--- src/rtl/mole_round_scheduler_if.sv ---
// ----------------------------------------------------------------------------
// mole_round_scheduler_if
//   Bundles the game-control signals of the mole round scheduler.
//   master : the game-level driver (start pulse, debounced buttons)
//   slave  : the scheduler (lit mole, hit/miss pulses, score, status)
// Signals
//   start      master->slave  1-cycle pulse, begins a game from IDLE/DONE
//   btn        master->slave  debounced buttons, level, 1 = pressed
//   mole_oh    slave->master  one-hot lit mole, 0 when none
//   hit_pulse  slave->master  1-cycle pulse on a correct hit
//   miss_pulse slave->master  1-cycle pulse on a wrong press or timeout
//   score      slave->master  hits this game, saturating
//   busy       slave->master  high while a round is in progress
//   done       slave->master  high once all rounds are played
// ----------------------------------------------------------------------------
interface mole_round_scheduler_if #(
  parameter int N_MOLES = 4,
  parameter int SCORE_W = 5
);
  logic               start;
  logic [N_MOLES-1:0] btn;
  logic [N_MOLES-1:0] mole_oh;
  logic               hit_pulse;
  logic               miss_pulse;
  logic [SCORE_W-1:0] score;
  logic               busy;
  logic               done;

  modport master (
    output start, btn,
    input  mole_oh, hit_pulse, miss_pulse, score, busy, done
  );

  modport slave (
    input  start, btn,
    output mole_oh, hit_pulse, miss_pulse, score, busy, done
  );
endinterface

--- src/rtl/mole_round_scheduler.sv ---
// ----------------------------------------------------------------------------
// mole_round_scheduler
//   Game sequencer for whack-a-mole. Plays ROUNDS rounds; each round waits a
//   dark gap, lights one pseudo-randomly chosen mole, then judges the button
//   response (hit / wrong press / timeout). Every hit shortens the show window
//   by ON_STEP ticks down to ON_MIN.
// Ports
//   clk  in  system clock
//   rst  in  synchronous reset, active-high
//   bus  slave modport of mole_round_scheduler_if (start, btn in;
//        mole_oh, hit_pulse, miss_pulse, score, busy, done out)
// ----------------------------------------------------------------------------
module mole_round_scheduler #(
  parameter int N_MOLES  = 4,
  parameter int TICK_DIV = 1000,
  parameter int GAP_T    = 300,
  parameter int ON_INIT  = 800,
  parameter int ON_MIN   = 200,
  parameter int ON_STEP  = 50,
  parameter int ROUNDS   = 16,
  parameter int SCORE_W  = 5
) (
  input  logic                   clk,
  input  logic                   rst,
  mole_round_scheduler_if.slave  bus
);

  localparam int SEL_W = $clog2(N_MOLES);
  localparam int PRE_W = $clog2(TICK_DIV);
  localparam int MAX_T = (GAP_T > ON_INIT) ? GAP_T : ON_INIT;
  localparam int CNT_W = $clog2(MAX_T + 1);

  typedef enum logic [1:0] {S_IDLE, S_GAP, S_SHOW, S_DONE} state_t;

  state_t             r_state, w_state_nxt;
  logic [PRE_W-1:0]   r_presc;
  logic [CNT_W-1:0]   r_tick_cnt;
  logic [CNT_W-1:0]   r_on_len;
  logic [7:0]         r_lfsr;
  logic [7:0]         r_round_cnt;
  logic [N_MOLES-1:0] r_btn_q;
  logic [N_MOLES-1:0] r_press;
  logic [N_MOLES-1:0] r_mole_oh;
  logic               r_hit_pulse;
  logic               r_miss_pulse;
  logic [SCORE_W-1:0] r_score;

  logic w_tick, w_gap_end, w_show_end, w_wrong;
  logic w_hit, w_miss, w_new_game, w_lfsr_fb;

  assign w_tick     = (r_presc == PRE_W'(TICK_DIV - 1));
  assign w_gap_end  = w_tick && (r_tick_cnt == CNT_W'(GAP_T - 1));
  assign w_show_end = w_tick && (r_tick_cnt == r_on_len - CNT_W'(1));
  // Any pressed bit off the lit mole is a wrong press, even alongside the right one.
  assign w_wrong    = |(r_press & ~r_mole_oh);
  // Taps 8,6,5,4: a non-zero seed never reaches the all-zero lock-up state.
  assign w_lfsr_fb  = r_lfsr[7] ^ r_lfsr[5] ^ r_lfsr[4] ^ r_lfsr[3];

  always_ff @(posedge clk) begin
    // NOTE: state registers use non-blocking assignments so every flop samples
    // pre-edge values regardless of statement order.
    if (rst) r_state <= S_IDLE;
    else     r_state <= w_state_nxt;
  end

  always_comb begin
    // NOTE: every output of this block gets a default first so no path can
    // leave one unassigned and infer a latch.
    w_state_nxt = r_state;
    w_hit       = 1'b0;
    w_miss      = 1'b0;
    w_new_game  = 1'b0;
    case (r_state)
      S_IDLE, S_DONE: begin
        if (bus.start) begin
          w_state_nxt = S_GAP;
          w_new_game  = 1'b1;
        end
      end
      S_GAP: begin
        if (w_gap_end) w_state_nxt = S_SHOW;
      end
      S_SHOW: begin
        if (w_wrong)         w_miss = 1'b1;
        else if (|r_press)   w_hit  = 1'b1;
        else if (w_show_end) w_miss = 1'b1;
        if (w_hit || w_miss)
          w_state_nxt = (r_round_cnt == 8'(ROUNDS - 1)) ? S_DONE : S_GAP;
      end
      default: w_state_nxt = S_IDLE;
    endcase
  end

  always_ff @(posedge clk) begin
    if (rst) begin
      r_presc      <= '0;
      r_tick_cnt   <= '0;
      r_on_len     <= CNT_W'(ON_INIT);
      r_lfsr       <= 8'hA5;
      r_round_cnt  <= '0;
      r_btn_q      <= '0;
      r_press      <= '0;
      r_mole_oh    <= '0;
      r_hit_pulse  <= 1'b0;
      r_miss_pulse <= 1'b0;
      r_score      <= '0;
    end else begin
      r_btn_q      <= bus.btn;
      // Press edges are only collected while a mole is shown; this register is
      // the first of the two stages between a press and its pulse.
      r_press      <= (r_state == S_SHOW) ? (bus.btn & ~r_btn_q) : '0;
      r_lfsr       <= {r_lfsr[6:0], w_lfsr_fb};
      r_hit_pulse  <= w_hit;
      r_miss_pulse <= w_miss;

      // Prescaler restarts on every state entry so intervals are exact tick multiples.
      if ((w_state_nxt != r_state) || (r_state == S_IDLE) || (r_state == S_DONE)) begin
        r_presc    <= '0;
        r_tick_cnt <= '0;
      end else if (w_tick) begin
        r_presc    <= '0;
        r_tick_cnt <= r_tick_cnt + CNT_W'(1);
      end else begin
        r_presc    <= r_presc + PRE_W'(1);
      end

      if (w_new_game) begin
        r_score     <= '0;
        r_round_cnt <= '0;
        r_on_len    <= CNT_W'(ON_INIT);
      end

      if ((r_state == S_GAP) && w_gap_end)
        r_mole_oh <= N_MOLES'(1) << r_lfsr[SEL_W-1:0];

      if (w_hit || w_miss) begin
        r_mole_oh   <= '0;
        r_round_cnt <= r_round_cnt + 8'd1;
      end

      if (w_hit) begin
        if (r_score != '1) r_score <= r_score + SCORE_W'(1);
        if (int'(r_on_len) >= ON_MIN + ON_STEP) r_on_len <= r_on_len - CNT_W'(ON_STEP);
        else                                    r_on_len <= CNT_W'(ON_MIN);
      end
    end
  end

  assign bus.mole_oh    = r_mole_oh;
  assign bus.hit_pulse  = r_hit_pulse;
  assign bus.miss_pulse = r_miss_pulse;
  assign bus.score      = r_score;
  assign bus.busy       = (r_state == S_GAP) || (r_state == S_SHOW);
  assign bus.done       = (r_state == S_DONE);

endmodule
--- src/flat_wrapper.sv ---
// flat-port wrapper written by rule: the top's interface ports become plain ports
module mole_round_scheduler_flat 
#(
  parameter int N_MOLES  = 4,
  parameter int TICK_DIV = 1000,
  parameter int GAP_T    = 300,
  parameter int ON_INIT  = 800,
  parameter int ON_MIN   = 200,
  parameter int ON_STEP  = 50,
  parameter int ROUNDS   = 16,
  parameter int SCORE_W  = 5
)
  (clk, rst, bus_start, bus_btn, bus_mole_oh, bus_hit_pulse, bus_miss_pulse, bus_score, bus_busy, bus_done);
  mole_round_scheduler_if #(.N_MOLES(N_MOLES), .SCORE_W(SCORE_W)) bus_i ();
  input  logic clk;
  input  logic rst;
  input wire logic [$bits(bus_i.start)-1:0] bus_start;
  input wire logic [$bits(bus_i.btn)-1:0] bus_btn;
  output wire logic [$bits(bus_i.mole_oh)-1:0] bus_mole_oh;
  output wire logic [$bits(bus_i.hit_pulse)-1:0] bus_hit_pulse;
  output wire logic [$bits(bus_i.miss_pulse)-1:0] bus_miss_pulse;
  output wire logic [$bits(bus_i.score)-1:0] bus_score;
  output wire logic [$bits(bus_i.busy)-1:0] bus_busy;
  output wire logic [$bits(bus_i.done)-1:0] bus_done;
  assign bus_i.start = bus_start;
  assign bus_i.btn = bus_btn;
  assign bus_mole_oh = bus_i.mole_oh;
  assign bus_hit_pulse = bus_i.hit_pulse;
  assign bus_miss_pulse = bus_i.miss_pulse;
  assign bus_score = bus_i.score;
  assign bus_busy = bus_i.busy;
  assign bus_done = bus_i.done;
  mole_round_scheduler #(.N_MOLES(N_MOLES), .TICK_DIV(TICK_DIV), .GAP_T(GAP_T), .ON_INIT(ON_INIT), .ON_MIN(ON_MIN), .ON_STEP(ON_STEP), .ROUNDS(ROUNDS), .SCORE_W(SCORE_W)) u_core (.clk(clk), .rst(rst), .bus(bus_i));
endmodule
--- config.mk ---
export PLATFORM = sky130hd
export DESIGN_NAME = mole_round_scheduler_flat
export DESIGN_NICKNAME = d
export VERILOG_FILES = /design/src/rtl/mole_round_scheduler_if.sv /design/src/rtl/mole_round_scheduler.sv /design/src/flat_wrapper.sv
export SDC_FILE = /design/constraint.sdc
export NUM_CORES = 1
export LEC_CHECK = 0
export CORE_MARGIN = 2
export CORE_UTILIZATION = 64
export CTS_CLUSTER_SIZE = 24
export DETAILED_ROUTE_END_ITERATION = 8
export GPL_ROUTABILITY_DRIVEN = 0
export PLACE_DENSITY = 0.93
export SYNTH_ARGS = -nofsm -noshare
export SYNTH_HDL_FRONTEND = slang
export SYNTH_SLANG_ARGS = --single-unit
export TNS_END_PERCENT = 1
--- constraint.sdc ---
create_clock -name clk -period 7.11 [get_ports clk]
set_clock_uncertainty 0.2 [all_clocks]
set_input_delay 1.0665 -clock clk [delete_from_list [all_inputs] [get_ports clk]]
set_output_delay 1.0665 -clock clk [all_outputs]
set_load 0.005 [all_outputs]
Yosys cells after proc, flatten, opt, wreduce, memory -nomap -nowiden
Index checks and enable logic that the tools add are counted.
{"block": "op_classes", "shift": 1, "n_lt_le_gt_ge": 1, "n_reduce_logical": 18, "eq_ne": 9, "mux": 24, "bitwise": 8, "n_addsub": 6}
{"cell": "$mux W10", "count": 3}
{"cell": "$add A10 B1 Y10 const B", "count": 2}
{"cell": "$mux W8", "count": 2}
{"cell": "$mux W5", "count": 3}
{"cell": "$mux W1", "count": 11}
{"cell": "$eq A10 B10 Y1", "count": 1}
{"cell": "$eq A10 B10 Y1 const B", "count": 1}
{"cell": "$eq A10 B9 Y1 const B", "count": 1}
{"cell": "$ge A10 B8 Y1 const B", "count": 1}
{"cell": "$sub A10 B1 Y10 const B", "count": 1}
{"cell": "$sub A10 B6 Y10 const B", "count": 1}
{"cell": "$add A8 B1 Y8 const B", "count": 1}
{"cell": "$and A4 B4 Y4", "count": 2}
{"cell": "$eq A8 B4 Y1 const B", "count": 1}
{"cell": "$mux W2", "count": 4}
{"cell": "$not A4 Y4", "count": 2}
{"cell": "$reduce_or A2 Y1", "count": 4}
{"cell": "$reduce_or A4 Y1", "count": 2}
{"cell": "$pmux W2 S3", "count": 1}
{"cell": "$add A5 B1 Y5 const B", "count": 1}
{"cell": "$logic_or A1 B1 Y1", "count": 5}
{"cell": "$ne A5 B5 Y1 const B", "count": 1}
{"cell": "$eq A2 B2 Y1 const B", "count": 2}
{"cell": "$reduce_bool A2 Y1", "count": 2}
{"cell": "8 further kinds", "count": 12}
{"block": "word_totals", "input_bits": 7, "out_inout_bits": 13, "register_bits": 67}

Logic depth before layout (Yosys ltp)
{"block": "logic_depth", "depth_word": 14, "ltp_mapped": 12}

Worst setup path after synthesis
OpenSTA, ideal clock, no wires.
{"block": "synth_path", "kind": "reg-to-reg", "start": "reg u_core.r_on_len[1]", "end": "reg u_core.r_presc[1]", "n_path_buf": 3, "t_arrival_ns": 2.220, "synth_period_minus_slack_ns": 2.494, "required_ns": 6.836, "path_slack_ns": 4.616, "stages_incl_launch_ff": 13, "cell_sequence": "dfxtp_1 -> buf_6 -> inv_1 -> ha_1 -> clkbuf_1 -> xnor3_1 -> and3_1 -> o21ai_0 -> a211oi_1 -> a21oi_2 -> a21oi_2 -> buf_6 -> nor3b_2"}
{"block": "synth_via", "elab_chain_len": 14}
{"element": "start, declared", "line_no": "mole_round_scheduler.sv:38", "source": "logic [CNT_W-1:0] r_on_len;"}
{"element": "start signal, assigned", "line_no": "mole_round_scheduler.sv:98", "source": "r_on_len <= CNT_W'(ON_INIT);"}
{"element": "start signal, assigned", "line_no": "mole_round_scheduler.sv:130", "source": "r_on_len <= CNT_W'(ON_INIT);"}
{"element": "start signal, assigned", "line_no": "mole_round_scheduler.sv:144", "source": "else r_on_len <= CNT_W'(ON_MIN);"}
{"element": "$sub A10 B1 Y10", "line_no": "mole_round_scheduler.sv:53", "source": "assign w_show_end = w_tick && (r_tick_cnt == r_on_len - CNT_W'(1));"}
{"element": "$eq A10 B10 Y1", "line_no": "mole_round_scheduler.sv:53"}
{"element": "$logic_and A1 B1 Y1", "line_no": "mole_round_scheduler.sv:53"}
{"element": "$mux W1", "line_no": "mole_round_scheduler.sv:86", "source": "else if (w_show_end) w_miss = 1'b1;"}
{"element": "$mux W1", "line_no": "mole_round_scheduler.sv:85", "source": "else if (|r_press) w_hit = 1'b1;"}
{"element": "$mux W1", "line_no": "mole_round_scheduler.sv:84", "source": "if (w_wrong) w_miss = 1'b1;"}
{"element": "$mux W1", "line_no": "mole_round_scheduler.sv:73", "source": "case (r_state)"}
{"element": "$logic_or A1 B1 Y1", "line_no": "mole_round_scheduler.sv:87", "source": "if (w_hit || w_miss)"}
{"element": "$mux W2", "line_no": "mole_round_scheduler.sv:87"}
{"element": "$pmux W2 S3", "line_no": "mole_round_scheduler.sv:73"}
{"element": "$ne A2 B2 Y1", "line_no": "mole_round_scheduler.sv:117", "source": "if ((w_state_nxt != r_state) || (r_state == S_IDLE) || (r_state == S_DONE)) begin"}
{"element": "$logic_or A1 B1 Y1 (2 in series)", "line_no": "mole_round_scheduler.sv:117"}
{"element": "$reduce_or A3 Y1 (no line)"}
{"element": "end signal, assigned", "line_no": "mole_round_scheduler.sv:124", "source": "r_presc <= r_presc + PRE_W'(1);"}
{"element": "end, declared", "line_no": "mole_round_scheduler.sv:36", "source": "logic [PRE_W-1:0] r_presc;"}
No other way between the ends. The select of a mux whose other input is x is not followed.
A chain may end at the register's enable or synchronous reset.

Worst setup path in the final report
{"block": "layout_path", "start": "reg u_core.r_on_len[1]", "end": "reg u_core.r_tick_cnt[8]"}
{"block": "layout_via", "elab_chain_len": 14}
{"element": "$sub A10 B1 Y10", "line_no": "mole_round_scheduler.sv:53"}
{"element": "$eq A10 B10 Y1", "line_no": "mole_round_scheduler.sv:53"}
{"element": "$logic_and A1 B1 Y1", "line_no": "mole_round_scheduler.sv:53"}
{"element": "$mux W1", "line_no": "mole_round_scheduler.sv:86"}
{"element": "$mux W1", "line_no": "mole_round_scheduler.sv:85"}
{"element": "$mux W1", "line_no": "mole_round_scheduler.sv:84"}
{"element": "$mux W1", "line_no": "mole_round_scheduler.sv:73"}
{"element": "$logic_or A1 B1 Y1", "line_no": "mole_round_scheduler.sv:87"}
{"element": "$mux W2", "line_no": "mole_round_scheduler.sv:87"}
{"element": "$pmux W2 S3", "line_no": "mole_round_scheduler.sv:73"}
{"element": "$ne A2 B2 Y1", "line_no": "mole_round_scheduler.sv:117"}
{"element": "$logic_or A1 B1 Y1 (2 in series)", "line_no": "mole_round_scheduler.sv:117"}
{"element": "$reduce_or A2 Y1 (no line)"}
{"element": "end signal, assigned", "line_no": "mole_round_scheduler.sv:122", "source": "r_tick_cnt <= r_tick_cnt + CNT_W'(1);"}
{"element": "end, declared", "line_no": "mole_round_scheduler.sv:37", "source": "logic [CNT_W-1:0] r_tick_cnt;"}
No other way between the ends. The select of a mux whose other input is x is not followed.

==> impl_metrics.yaml <==
synth:
  yosysMostFrequentCell: "dfxtp_1"
  synth_cell_type_count: 56
  yosys-top-cells-area: "dfxtp_1 (38%), nor2_1 (4.7%), xor2_1 (4.1%)"
  synth_top_area_share_pct: 38.41
  ys_seq_area_share_pct: 38.41
  synth_edf_count: 0
  synth.top_cells.by_count: "dfxtp_1 (66), nor2_1 (43), o21ai_0 (22)"
  ys_seq_elements: 66
  async_reset_ff_share_pct: 0
  avgSynthCellArea_um2: 8.556
  syn_nets: 419
  yosys_warnings: 0
  syn_area_um2: 3440
  yosys.area.top_type: "dfxtp_1"
  synthCells: 402
  synth-main-ff-cell: "dfxtp_1"
worst_setup_path:
  required_ns: 7.11
  cp-end-kind: "register"
  critPathLaunchType: "register"
  worstPathArrival_ns: 3.35
  reg2regPathDepth: 9
  critical_path_class: "register to register"
  critical_path_peak_fanout: 20
power:
  peakVddDrop_mv: 0.1619
  p_per_area_nw_per_um2: 195.9
  power_mw: 0.7502
  p_leak_nw: 1.352
clock_tree:
  clk_pin_slew_worst_paths_ns: 0.07
  numCtsBuffers: 9
  cts_tree: "built"
  insertion_delay_ns: 0.36
  cts_setup_buffers: 0
  cts.sinks: 66
  clock_path_buffers: 2
  cts.repair.resized: 0
  ctsHoldBuffers: 0
  htreeDepth: 3
  cts-root-buf: "clkbuf_8"
timing:
  maxSlewHeadroom_pct: 30.93
  rsz0062_at_grt: "no"
  tightest_slew_ns: 1.036
  setup_viol: 0
  max_freq_mhz: 298.4
  period_minus_slack_ns: 3.351
  hold_violations: 0
  finalMaxSlewViolations: 0
  timing.final.crit_share_pct: 47.13
  tns_ns: 0
flow_run:
  cap_violations: 0
cells_and_area:
  syn2layout_area_growth_pct: 11.35
  drive_gt1_share_pct: 8.393
  diodes: 0
  stdcell_area_um2: 3830
  final_nets: 429
route:
  wirelength_um: 7624
  postRouteAntennaNets: 0
  wl_per_cell_um: 15.66
  viasPerCell: 6.055
  drc: 0
  drt_iter0_markers: 222
  vias: 2949
  firstDrtPassIters: 5
placed_design:
  port_buffers: 19
  hpwlAfterDp_um: 4838
  place_area_um2: 3625
grt:
  globalRouteTotalUtil_pct: 26.36
  grt.overflow.total: 0
  grtUsageMet1_pct: 31.94
  grtUsageMet3_pct: 7.412
  grt-busiest-layer: "met2"
  grt_use_met2_pct: 43.83
  grt_start_max_net_pins: 50
  grt_pass1_wl_um: 12580
  antenna_found_initial: 0
  grt_pass1_vias: 2752
hold_path:
  hp-class: "register to register"
  hold-path-cell-count: 1
floorplanning:
  pin_count: 20
  die_w_um: 77.31
  dieArea_um2: 5977
  fp-row-count: 26
  initial_core_util_pct: 66.92
  fp.coreArea_um2: 5140
  fp.dieH_um: 77.31
run_status:
  status: "completed"
## layer usage
metal / wire length (um) / vias up
met1: 3218 / 1409
met2: 3913 / 79
met3: 334 / 17
met5: 0 / -
li1: - / 1444
met4: 158 / 0
## area by class of cell
| cell class | instances | area, um2 |
|---|---|---|
| clock inverters | 3 | 46.29 |
| inverters | 8 | 30.03 |
| repair buffers | 21 | 205.2 |
| multi-input cells | 306 | 1981 |
| fillers | 372 | 1310 |
| well taps | 70 | 87.58 |
| flip-flops and latches | 66 | 1321 |
| clock buffers | 13 | 158.9 |
## path summary, 6_finish.rpt
| check | startpoint | slack [ns] | end |
|---|---|---|---|
| worst max-delay path | u_core.r_on_len[1] | 3.76 | u_core.r_tick_cnt[8] |
| worst min-delay path | u_core.r_btn_q[2] | 0.19 | u_core.r_press[2] |
| worst max register to register | u_core.r_on_len[1] | 3.76 | u_core.r_tick_cnt[8] |
| worst min register to register | u_core.r_btn_q[2] | 0.19 | u_core.r_press[2] |
## cells in the final DEF (no fill, tap or decap), types with 3 or more instances in the layout
cell type and n:
dfxtp_1 66, nor3_1 17, and3_1 16, a211oi_1 3, nor2b_1 14, nand3_1 17
a31oi_1 7, nor3_2 6, a22oi_1 3, ha_1 10, nand3b_1 6, or2_2 3
clkbuf_8 11, nand2b_1 16, xnor2_1 14, nand4_1 4, or3_1 5, mux2i_1 4
nand2_1 15, nor2_1 43, inv_1 7, o21ai_1 9, clkdlybuf4s50_1 19, nor3b_1 8
a21oi_1 19, o21ai_0 22, xor2_1 16
## logic make-up (layout without fill, tap and decap cells)
logic type               count (synthesis)  after routing  synth area share [%]
AND/OR/NAND/NOR                        179            179                 29.21
flip-flops                              66             66                 38.41
multiplexers                             4              4                 1.164
AO/OA/AOI/OAI                           81             81                 14.62
adder cells (fa/ha/maj)                 10             10                 3.638
buffers and inverters                   30             45                 4.001
XOR/XNOR                                32             32                 8.949
## where the power goes
part / switching (mW) / total [mW] / leakage, nW / internal [mW]
Clock: 0.147 / 0.330 / 0.100 / 0.183
Sequential: 0.00558 / 0.382 / 0.536 / 0.376
Combinational: 0.0228 / 0.0387 / 0.716 / 0.0159
## per-stage QoR
step / setup WS (ns) / util [%] / hold WS, ns / std cells
2_1_floorplan: 4.616 / - / 0.1721 / 402
3_3_place_gp: 3.625 / 70.52 / 0.1775 / 471
3_5_place_dp: 3.585 / 70.52 / 0.1804 / 471
4_1_cts: 3.789 / 74.51 / 0.1913 / 487
5_1_grt: 3.450 / 74.51 / 0.2011 / 487
6_report: 3.759 / 74.51 / 0.1869 / 487
## flip-flops by register name, indices dropped and copies added, names as in the netlist
signal and flops:
u_core.r_press 4, u_core.r_state 2, u_core.r_btn_q 4, u_core.bus.hit_pulse 1, u_core.r_presc 10, u_core.bus.mole_oh 4, u_core.bus.score 5, u_core.r_on_len 9
u_core.bus.miss_pulse 1, u_core.r_lfsr 8, u_core.r_tick_cnt 10, u_core.r_round_cnt 8
## worst max-delay path: stages (launching register included)
cell,delay [ns]
dfxtp_1,0.40
inv_1,0.09
ha_1,0.36
o21ai_0,0.22
nor3_1,0.20
o21ai_0,0.19
a211oi_1,0.39
a21oi_2,0.16
a21oi_2,0.85
nor2_1,0.13
Note: power is estimated with default switching activity, not from simulation.
